<file path="config.mk">
export PLATFORM = sky130hd
export DESIGN_NAME = blood_sprite_renderer
export DESIGN_NICKNAME = d
export VERILOG_FILES = /design/src/rtl/blood_sprite_renderer_pkg.sv /design/src/rtl/blood_life_timer.sv /design/src/rtl/blood_sprite_renderer.sv
export SDC_FILE = /design/constraint.sdc
export NUM_CORES = 1
export LEC_CHECK = 0
export BUFFER_PORTS_ARGS = -buffer_cell sky130_fd_sc_hd__buf_2
export CAP_MARGIN = 20
export CORE_MARGIN = 10
export CORE_UTILIZATION = 53
export CTS_CLUSTER_SIZE = 40
export DETAILED_ROUTE_END_ITERATION = 8
export GPL_TIMING_DRIVEN = 0
export PLACE_DENSITY = 0.83
export SYNTH_ARGS = -nofsm -noshare
export SYNTH_HDL_FRONTEND = slang
export SYNTH_HIERARCHICAL = 1
export SYNTH_SLANG_ARGS = --single-unit
</file>
<file path="constraint.sdc">
create_clock -name clk -period 2.69 [get_ports clk]
set_input_delay 0.269 -clock clk [delete_from_list [all_inputs] [get_ports clk]]
set_output_delay 0.269 -clock clk [all_outputs]
set_load 0.05 [all_outputs]
</file>
<file path="src/rtl/blood_sprite_renderer_pkg.sv">
`default_nettype none
// ============================================================================
// Module : blood_sprite_renderer_pkg
// Brief  : Shared constants and FSM encodings for the blood-splatter renderer.
// Rev    : 1.0
// ============================================================================
package blood_sprite_renderer_pkg;

    localparam int          c_SPR_SIZE    = 64;
    localparam int          c_SCREEN_W    = 640;
    localparam int          c_SCREEN_H    = 480;
    localparam logic [11:0] c_TRANSP_DEF  = 12'h000;

    localparam logic [1:0]  c_ST_IDLE  = 2'd0;
    localparam logic [1:0]  c_ST_ARMED = 2'd1;
    localparam logic [1:0]  c_ST_SHOW  = 2'd2;

endpackage : blood_sprite_renderer_pkg
`default_nettype wire

</file>
<file path="src/rtl/blood_life_timer.sv">
`default_nettype none
// ============================================================================
// Module : blood_life_timer
// Brief  : Loadable frame down-counter; flags the tick that ends the lifetime.
// Rev    : 1.0
// ============================================================================
module blood_life_timer #(
    parameter int LIFE_FRAMES = 30
) (
    input  logic clk,
    input  logic rst,
    input  logic i_load,
    input  logic i_tick,
    output logic o_expire
);
    localparam int c_W = $clog2(LIFE_FRAMES + 1);

    logic [c_W-1:0] r_life;

    always_ff @(posedge clk) begin
        if (rst) begin
            r_life <= '0;
        end else if (i_load) begin
            r_life <= c_W'(LIFE_FRAMES);
        end else if (i_tick && (r_life != '0)) begin
            r_life <= r_life - c_W'(1);
        end
    end

    assign o_expire = i_tick & (r_life == c_W'(1));

endmodule : blood_life_timer
`default_nettype wire

</file>
<file path="src/rtl/blood_sprite_renderer.sv">
`default_nettype none
// ============================================================================
// Module : blood_sprite_renderer
// Brief  : Positions a 64x64 splatter sprite and composites it over video.
// Rev    : 1.0
// ============================================================================
module blood_sprite_renderer
    import blood_sprite_renderer_pkg::*;
#(
    parameter int          LIFE_FRAMES = 30,
    parameter logic [11:0] TRANSPARENT = c_TRANSP_DEF
) (
    input  logic        clk,
    input  logic        reset,
    input  logic        video_on,
    input  logic [9:0]  x,
    input  logic [9:0]  y,
    input  logic        frame_tick,
    input  logic        trigger,
    input  logic [9:0]  trig_x,
    input  logic [9:0]  trig_y,
    input  logic [11:0] pixel_in,
    output logic [5:0]  rom_row,
    output logic [5:0]  rom_col,
    input  logic [11:0] rom_data,
    output logic [11:0] pixel_out,
    output logic        active,
    output logic        done
);
    logic [1:0]  r_state;
    logic        r_from_show;
    logic [9:0]  r_pend_x, r_pend_y;
    logic [9:0]  r_pos_x, r_pos_y;
    logic        r_done;
    logic [5:0]  r_rom_row, r_rom_col;
    logic        r_in_win_d, r_vo_d;
    logic [11:0] r_pix_d, r_pixel_out;

    logic        w_promote, w_tick, w_expire, w_active, w_in_win;
    logic [9:0]  w_new_x, w_new_y;
    logic [10:0] w_x_end, w_y_end;

    // A trigger coinciding with frame_tick is promoted straight to SHOW.
    assign w_promote = frame_tick & (trigger | (r_state == c_ST_ARMED));
    assign w_tick    = frame_tick & ~trigger & (r_state == c_ST_SHOW);
    assign w_new_x   = trigger ? trig_x : r_pend_x;
    assign w_new_y   = trigger ? trig_y : r_pend_y;
    assign w_active  = (r_state == c_ST_SHOW) |
                       ((r_state == c_ST_ARMED) & r_from_show);

    blood_life_timer #(
        .LIFE_FRAMES (LIFE_FRAMES)
    ) u_life (
        .clk      (clk),
        .rst      (reset),
        .i_load   (w_promote),
        .i_tick   (w_tick),
        .o_expire (w_expire)
    );

    always_ff @(posedge clk) begin
        if (reset) begin
            r_state     <= c_ST_IDLE;
            r_from_show <= 1'b0;
            r_pend_x    <= '0;
            r_pend_y    <= '0;
            r_pos_x     <= '0;
            r_pos_y     <= '0;
            r_done      <= 1'b0;
        end else begin
            r_done <= w_expire;
            if (trigger) begin
                r_pend_x <= trig_x;
                r_pend_y <= trig_y;
            end
            if (w_promote) begin
                r_state     <= c_ST_SHOW;
                r_from_show <= 1'b0;
                r_pos_x     <= w_new_x;
                r_pos_y     <= w_new_y;
            end else if (trigger) begin
                r_state     <= c_ST_ARMED;
                r_from_show <= w_active;
            end else if (w_expire) begin
                r_state     <= c_ST_IDLE;
                r_from_show <= 1'b0;
            end
        end
    end

    // 11-bit window bounds so a sprite near the right/bottom edge never wraps.
    assign w_x_end  = {1'b0, r_pos_x} + 11'(c_SPR_SIZE);
    assign w_y_end  = {1'b0, r_pos_y} + 11'(c_SPR_SIZE);
    assign w_in_win = w_active & video_on &
                      ({1'b0, x} >= {1'b0, r_pos_x}) & ({1'b0, x} < w_x_end) &
                      ({1'b0, y} >= {1'b0, r_pos_y}) & ({1'b0, y} < w_y_end);

    always_ff @(posedge clk) begin
        if (reset) begin
            r_rom_row   <= '0;
            r_rom_col   <= '0;
            r_in_win_d  <= 1'b0;
            r_vo_d      <= 1'b0;
            r_pix_d     <= '0;
            r_pixel_out <= '0;
        end else begin
            r_rom_row  <= w_in_win ? (y[5:0] - r_pos_y[5:0]) : 6'd0;
            r_rom_col  <= w_in_win ? (x[5:0] - r_pos_x[5:0]) : 6'd0;
            r_in_win_d <= w_in_win;
            r_vo_d     <= video_on;
            r_pix_d    <= pixel_in;
            if (!r_vo_d) begin
                r_pixel_out <= '0;
            end else if (r_in_win_d && (rom_data != TRANSPARENT)) begin
                r_pixel_out <= rom_data;
            end else begin
                r_pixel_out <= r_pix_d;
            end
        end
    end

    assign rom_row   = r_rom_row;
    assign rom_col   = r_rom_col;
    assign pixel_out = r_pixel_out;
    assign active    = w_active;
    assign done      = r_done;

endmodule : blood_sprite_renderer
`default_nettype wire

</file>
==> flow_summary.ini, run 1 <==
[layout]
multi_input_area_mm2 = 0.00200
drive_gt1_share_pct = 25.6
antennaDiodeCount = 0
final_area_mm2 = 0.00473
layout.nets = 614
seqCellArea_mm2 = 0.00174
nFillCells = 597
area_delta_synth_final_pct = 20.5

[synthesis]
syn_area_mm2 = 0.00393
yosys.area.top_type = dfxtp_1
syn_nets = 510
yosysWarnings = 6
ys_ff_latch = 87
synth_edf_count = 0
synth.distinct_cells = 52
synthFlopType = dfxtp_1
ys_seq_area_share_pct = 44.4
yosysMostFrequentCell = dfxtp_1
synth_top_cells_by_count = dfxtp_1, nor2_1, ha_1
synthTopCellsByArea = dfxtp_1, ha_1, mux2i_1, o22a_1, nor2_1
synth.top_cell.area_share_pct = 44.4
synthCells = 406
async_reset_ff_share_pct = 0
avgSynthCellArea_um2 = 9.67

[grt]
antenna_found_initial = 0
grt_pass1_wl_um = 15500
overflow = 0
grt_pass1_vias = 3362
grt_max_degree = 17
grt_util_all_layers_pct = 16.5

[route]
firstDrtPassIters = 4
vias = 3213
vias_per_cell = 5.23
wl_per_cell_um = 15.1
drtAntennaViolNets = 0
drcViolationCount = 0
drtIter0Drc = 125
wl_um = 9250

[min_path]
hp-class = in -> reg
min_to = r_pix_d[1]$_SDFF_PP0_
hold_start = pixel_in[1]
min_delay_path_depth = 2

[timing]
max_freq_mhz = 401
relSlewSlack_pct = 58.0
hold_viol_final = 0
final.period_utilization_pct = 92.6
fin_skew_ns = 0.00883
rsz0062_at_grt = no
worst_pin_slew_ns = 0.628
period_needed_ns = 2.49
finalSetupViolCount = 0
holdWs_ns = 0.108
drv_slew = 0

[placed_design]
hpwl_um = 7240
placed_cell_area_mm2 = 0.00452
io_buffer_count = 93
gp_congestion = 0.927

[floorplanning]
num_rows = 31
coreArea_mm2 = 0.00721
start_util_pct = 54.4
dieArea_mm2 = 0.0113
io_pins = 95
die_height_um = 106
die_w_um = 106

[clocking]
clk_path_buf_depth = 2
clockRootBuffer = clkbuf_8
cts_tree = yes
cts_made_buffers = 9
cts.sinks = 87
path_clk_slew_ns = 0.10
htreeDepth = 3
cts_hold_buf = 0
clk_latency_ns = 0.36

[pwr]
p_leak_uw = 0.00223
p_clk_share_pct = 32.7
p_switching_uw = 815
p_int_uw = 2040
ir_drop_mv = 0.272
share_seq_of_total_power_pct = 49.1
p_per_area_mw_per_mm2 = 604
power_frac_comb_pct = 18.2
p_sw_share_pct = 28.5

[setup_path]
rr_worst_depth = 10
r2r_start = r_pos_x[0]$_SDFFE_PP0P_
start_kind = flop
r2r_setup_slack_ns = 0.20
critPathArrivalTime_ns = 2.75
crit_required_ns = 2.94
crit_type = reg -> reg
reg2reg_to = r_in_win_d$_SDFF_PP0_
endpoint_kind = flop
path_max_fanout = 10

[job]
maxCapViolCount = 0

[outcome]
status = completed
-- area by class of cell --
class	instances	share of cell area [%]
sequential	87	36.8
clock buffer	10	2.70
tap	99	2.62
timing repair buffer	93	9.84
buffer	16	1.53
inverter	32	2.54
multi-input combinational	271	42.2
clock inverter	6	1.69
-- worst max-delay path, stage by stage, from the launching register on --
cell and delay, ns:
dfxtp_1 0.34, ha_1 0.17, inv_1 0.05, fa_1 0.42
a211oi_1 0.27, nor2_1 0.10, a2111oi_0 0.49, o31ai_1 0.14
nand4_2 0.17, buf_6 0.18, inv_1 0.06
-- per-layer routing --
layer / track usage (%) / part of all wire, % / vias to the layer above
met3: 5.43 / 5.5 / 14
li1: - / - / 1627
met1: 19.2 / 44 / 1489
met5: 0 / 0 / -
met4: 5.71 / 1.8 / 0
met2: 27.8 / 48 / 83
-- layout by cell type (no fill, tap or decap), drive strengths merged, types with 2 or more instances in the layout --
cell type,Yosys,final
or4b,2,2
nand2b,4,4
nor2,48,48
o22a,20,20
clkbuf,10,20
a21oi,18,18
and4,3,3
a2111oi,3,3
nor2b,16,16
a211oi,7,7
nor4b,3,3
fa,2,2
buf,6,99
o211ai,3,3
nor4,5,5
inv,32,33
ha,33,33
clkinv,0,3
xnor2,8,8
o31a,2,2
nor3,8,8
o21a,4,4
nand2,23,23
mux2i,22,22
nand3,8,8
a21o,5,5
o21ai,10,10
o31ai,2,2
dfxtp,87,87
nand4,2,2
-- timing repair --
item,in CTS,in global routing
endpoints found under the setup margin,0,1
setup buffers,0,0
gates resized for setup,0,1
-- worst max-delay path by stage --
stage,depth (start not counted),start,endpoint,slack (ns)
6_report,10,r_pos_x[0]$_SDFFE_PP0P_,r_in_win_d$_SDFF_PP0_,0.20
5_1_grt,10,r_pos_x[0]$_SDFFE_PP0P_,rom_col[1]$_SDFF_PP0_,0.03
4_1_cts,10,r_pos_x[0]$_SDFFE_PP0P_,r_in_win_d$_SDFF_PP0_,0.17
3_5_place_dp,6,trigger,u_life/r_life[4]$_SDFFE_PP0P_,-0.04
3_3_place_gp,6,trigger,u_life/r_life[4]$_SDFFE_PP0P_,0.05
2_1_floorplan,6,trigger,u_life/r_life[4]$_SDFFE_PP0P_,0.36
-- cells by family (layout without fill, tap and decap cells) --
family	after synthesis	after routing	share of synthesized area (%)
mux	22	22	5.61
fa+ha+maj	35	35	11.5
compound gates	78	78	14.4
xor+xnor	9	9	2.01
flops	87	87	44.4
buf+inv	48	157	4.91
simple gates	127	127	17.2
-- power by group through the flow --
stage,Clock [uW],Sequential (uW),Combinational (uW)
after CTS,941,1400,518
after global routing,1010,1410,584
after floorplan,0,1430,356
after detailed placement,0,1430,511
after global placement,0,1430,488
final,935,1400,519
-- flip-flops by register name (all words and copies together) (netlist names) --
signal,flops
r_pend_y,10
r_vo_d,1
r_state,2
r_pos_y,10
done,1
u_life/r_life,5
r_pend_x,10
r_in_win_d,1
rom_row,6
r_pos_x,10
rom_col,6
pixel_out,12
r_from_show,1
r_pix_d,12
-- per-stage QoR --
step                setup TNS [ns]  util (%)  power [uW]  instances  setup WS (ns)
global route                     0      65.6        3010        614         0.0272
detailed placement         -0.0436      62.6        1940        598        -0.0436
global placement                 0      62.6        1910        598         0.0538
finish                           0      65.6        2860        614          0.199
CTS                              0      65.5        2860        614          0.173
floorplan                        0         -        1790        406          0.361
Power figures use the tool's default switching activity.
==> run 2, diff against run 1 <==
--- a/config.mk
+++ b/config.mk
@@ -7,7 +7,7 @@
 export LEC_CHECK = 0
 export BUFFER_PORTS_ARGS = -buffer_cell sky130_fd_sc_hd__buf_2
 export CAP_MARGIN = 20
-export CORE_MARGIN = 10
+export CORE_MARGIN = 2
 export CORE_UTILIZATION = 53
 export CTS_CLUSTER_SIZE = 40
 export DETAILED_ROUTE_END_ITERATION = 8
@@ -15,5 +15,4 @@
 export PLACE_DENSITY = 0.83
 export SYNTH_ARGS = -nofsm -noshare
 export SYNTH_HDL_FRONTEND = slang
-export SYNTH_HIERARCHICAL = 1
 export SYNTH_SLANG_ARGS = --single-unit
==> constraint.sdc (replaced) <==
create_clock -name clk -period 2.75 [get_ports clk]
set_input_delay 0.275 -clock clk [delete_from_list [all_inputs] [get_ports clk]]
set_output_delay 0.275 -clock clk [all_outputs]
set_load 0.05 [all_outputs]
==> flow_summary.ini, run 2 <==
[setup_path]
crit_required_ns = 2.97
crit_start = r_pos_x[0]$_SDFFE_PP0P_
endpoint_kind = flop
crit_type = reg -> reg
critPathArrivalTime_ns = 2.45
path_max_fanout = 10
crit_chain = ha_1 -> inv_1 -> fa_1 -> a21oi_1 -> o21ai_0 -> a211o_1 -> o311ai_2 -> buf_4 -> nor3_1
start_kind = flop
r2r_start = r_pos_x[0]$_SDFFE_PP0P_
max_stage_delay_ns = 0.42
worst_path_max_delay_cell = fa_1

[pwr]
power_frac_comb_pct = 20.1
p_int_uw = 1970
p_clk_share_pct = 30.6
p_total_uw = 2760
p_switching_uw = 789
p_per_area_mw_per_mm2 = 585
p_leak_uw = 0.00216
p_sw_share_pct = 28.6
ir_drop_mv = 0.363
share_seq_of_total_power_pct = 49.2

[synthesis]
yosys.area.top_type = dfxtp_1
syn_area_mm2 = 0.00396
synthFlopType = dfxtp_1
synth_simple_gate_area_share_pct = 18.3
synthTopCellsByArea = dfxtp_1, ha_1, mux2i_1, a21oi_1, nor2_1
synthCells = 420
yosysMostFrequentCell = dfxtp_1
synth.top_cell.area_share_pct = 44.0
synth_top_family_by_area = simple AND/OR/NAND/NOR gates
syn_nets = 523
ys_ff_latch = 87
ys_seq_area_share_pct = 44.0
avgSynthCellArea_um2 = 9.42
muxShareOfSynthArea_pct = 5.56
synth_compound_area_share_pct = 12.9
synth_edf_count = 0
synth_xor_area_share_pct = 3.10
synth_fa_ha_area_share_pct = 11.1
synth.distinct_cells = 47
synth_top_cells_by_count = dfxtp_1, nor2_1, a21oi_1
yosysWarnings = 0
async_reset_ff_share_pct = 0

[floorplanning]
dieArea_mm2 = 0.00817
die_height_um = 90.4
io_pins = 95
num_rows = 31
die_w_um = 90.4
start_util_pct = 54.6
coreArea_mm2 = 0.00725

[min_path]
hold_start = pixel_in[6]
hp-class = in -> reg

[clocking]
clk_path_buf_depth = 2
clk_latency_ns = 0.35
cts_setup_buffers = 0
htreeDepth = 3
cts_resized = 0
cts_tree = yes
path_clk_slew_ns = 0.08
cts_hold_buf = 0
cts_made_buffers = 9
cts.sinks = 87
clockRootBuffer = clkbuf_8

[layout]
multi_input_area_mm2 = 0.00202
area_delta_synth_final_pct = 19.3
nFillCells = 601
layout.cells.non_filler = 626
drive_gt1_share_pct = 24.9
seqCellArea_mm2 = 0.00174
antennaDiodeCount = 0
layout_common_cells = buf_2, dfxtp_1, nor2_1
layout.nets = 626
final_common_cell = buf_2

[grt]
antenna_found_initial = 0
grt_pass1_wl_um = 13700
grt_pass1_vias = 3077
overflow = 0
grt_max_degree = 14
grt_util_all_layers_pct = 20.8

[timing]
holdWs_ns = 0.145
final.period_utilization_pct = 80.9
max_freq_mhz = 450
finalSetupViolCount = 0
rsz0062_at_grt = no
worst_pin_slew_ns = 0.511
fin_skew_ns = 0.0115
hold_viol_final = 0
period_needed_ns = 2.22
tns_ns = 0
drv_slew = 0
relSlewSlack_pct = 65.6

[placed_design]
gp_congestion = 0.884
io_buffer_count = 92
placedCellCount = 611
hpwl_um = 6810

[route]
firstDrtPassIters = 5
drcViolationCount = 0
vias_per_cell = 5.16
vias = 3229
drtAntennaViolNets = 0
wl_um = 8610
wl_per_cell_um = 13.8
drtIter0Drc = 110

[job]
maxCapViolCount = 0

[outcome]
status = completed
run 2: cell types whose count changed in the layout (fill, tap and decap cells not counted), moves of 3 or more:
cell and delta:
a21oi_1 +25, a211oi_1 -5, o22a_1 -18, xor2_1 +6
nor4_2 +6, inv_1 -3, a2111oi_0 -3, nor2_1 +6
nor2_2 -4
run 2: cell type report:
type                            count  share of cell area [%]
Multi-Input combinational cell    286                    42.8
Sequential cell                    87                    36.9
Clock buffer                       11                    2.78
Buffer                             18                    1.88
Timing Repair Buffer               92                    9.75
Clock inverter                      4                    1.01
Tap cell                           99                    2.62
Inverter                           29                    2.31
run 2: logic make-up after synthesis:
| group | Yosys count |
|---|---|
| buffers and inverters | 47 |
| adder cells (fa/ha/maj) | 34 |
| flip-flops | 87 |
| XOR/XNOR | 14 |
| AO/OA/AOI/OAI | 82 |
| AND/OR/NAND/NOR | 134 |
| multiplexers | 22 |
run 2: worst paths after layout:
kind / end / slack [ns] / depth (start not counted)
setup / recovery: r_in_win_d$_SDFF_PP0_ / 0.53 / 9
hold / removal: r_pix_d[6]$_SDFF_PP0_ / 0.14 / 2
setup reg to reg: r_in_win_d$_SDFF_PP0_ / 0.53 / 9
hold reg to reg: pixel_out[7]$_SDFF_PP0_ / 0.44 / 2
run 2: stage by stage:
stage | utilization (%) | area, um^2 | setup slack [ns]
2_1_floorplan | - | 3960 | 0.826
3_5_place_dp | 62.6 | 4540 | 0.545
5_1_grt | 65.1 | 4720 | 0.411
4_1_cts | 65.1 | 4720 | 0.548
3_3_place_gp | 62.6 | 4540 | 0.549
6_report | 65.1 | 4720 | 0.526
run 2: power groups by stage:
stage,sequential (uW),clock (uW),combinational (uW)
2_1_floorplan,1390,0,389
3_3_place_gp,1390,0,526
3_5_place_dp,1390,0,550
4_1_cts,1360,860,555
5_1_grt,1370,916,615
6_report,1360,846,556
run 2: critical path: cells and delay by family (launching register included):
kind	cells	cell delay, ns
fa+ha+maj	2	0.60
compound gates	4	0.67
flops	1	0.41
buf+inv	2	0.34
simple gates	1	0.09
run 2: routing by layer:
| metal | GRT usage, % | wire [um] |
|---|---|---|
| met5 | 0 | 0 |
| met1 | 25.1 | 3830 |
| met4 | 8.85 | 170 |
| met2 | 35.4 | 4170 |
| met3 | 5.09 | 444 |
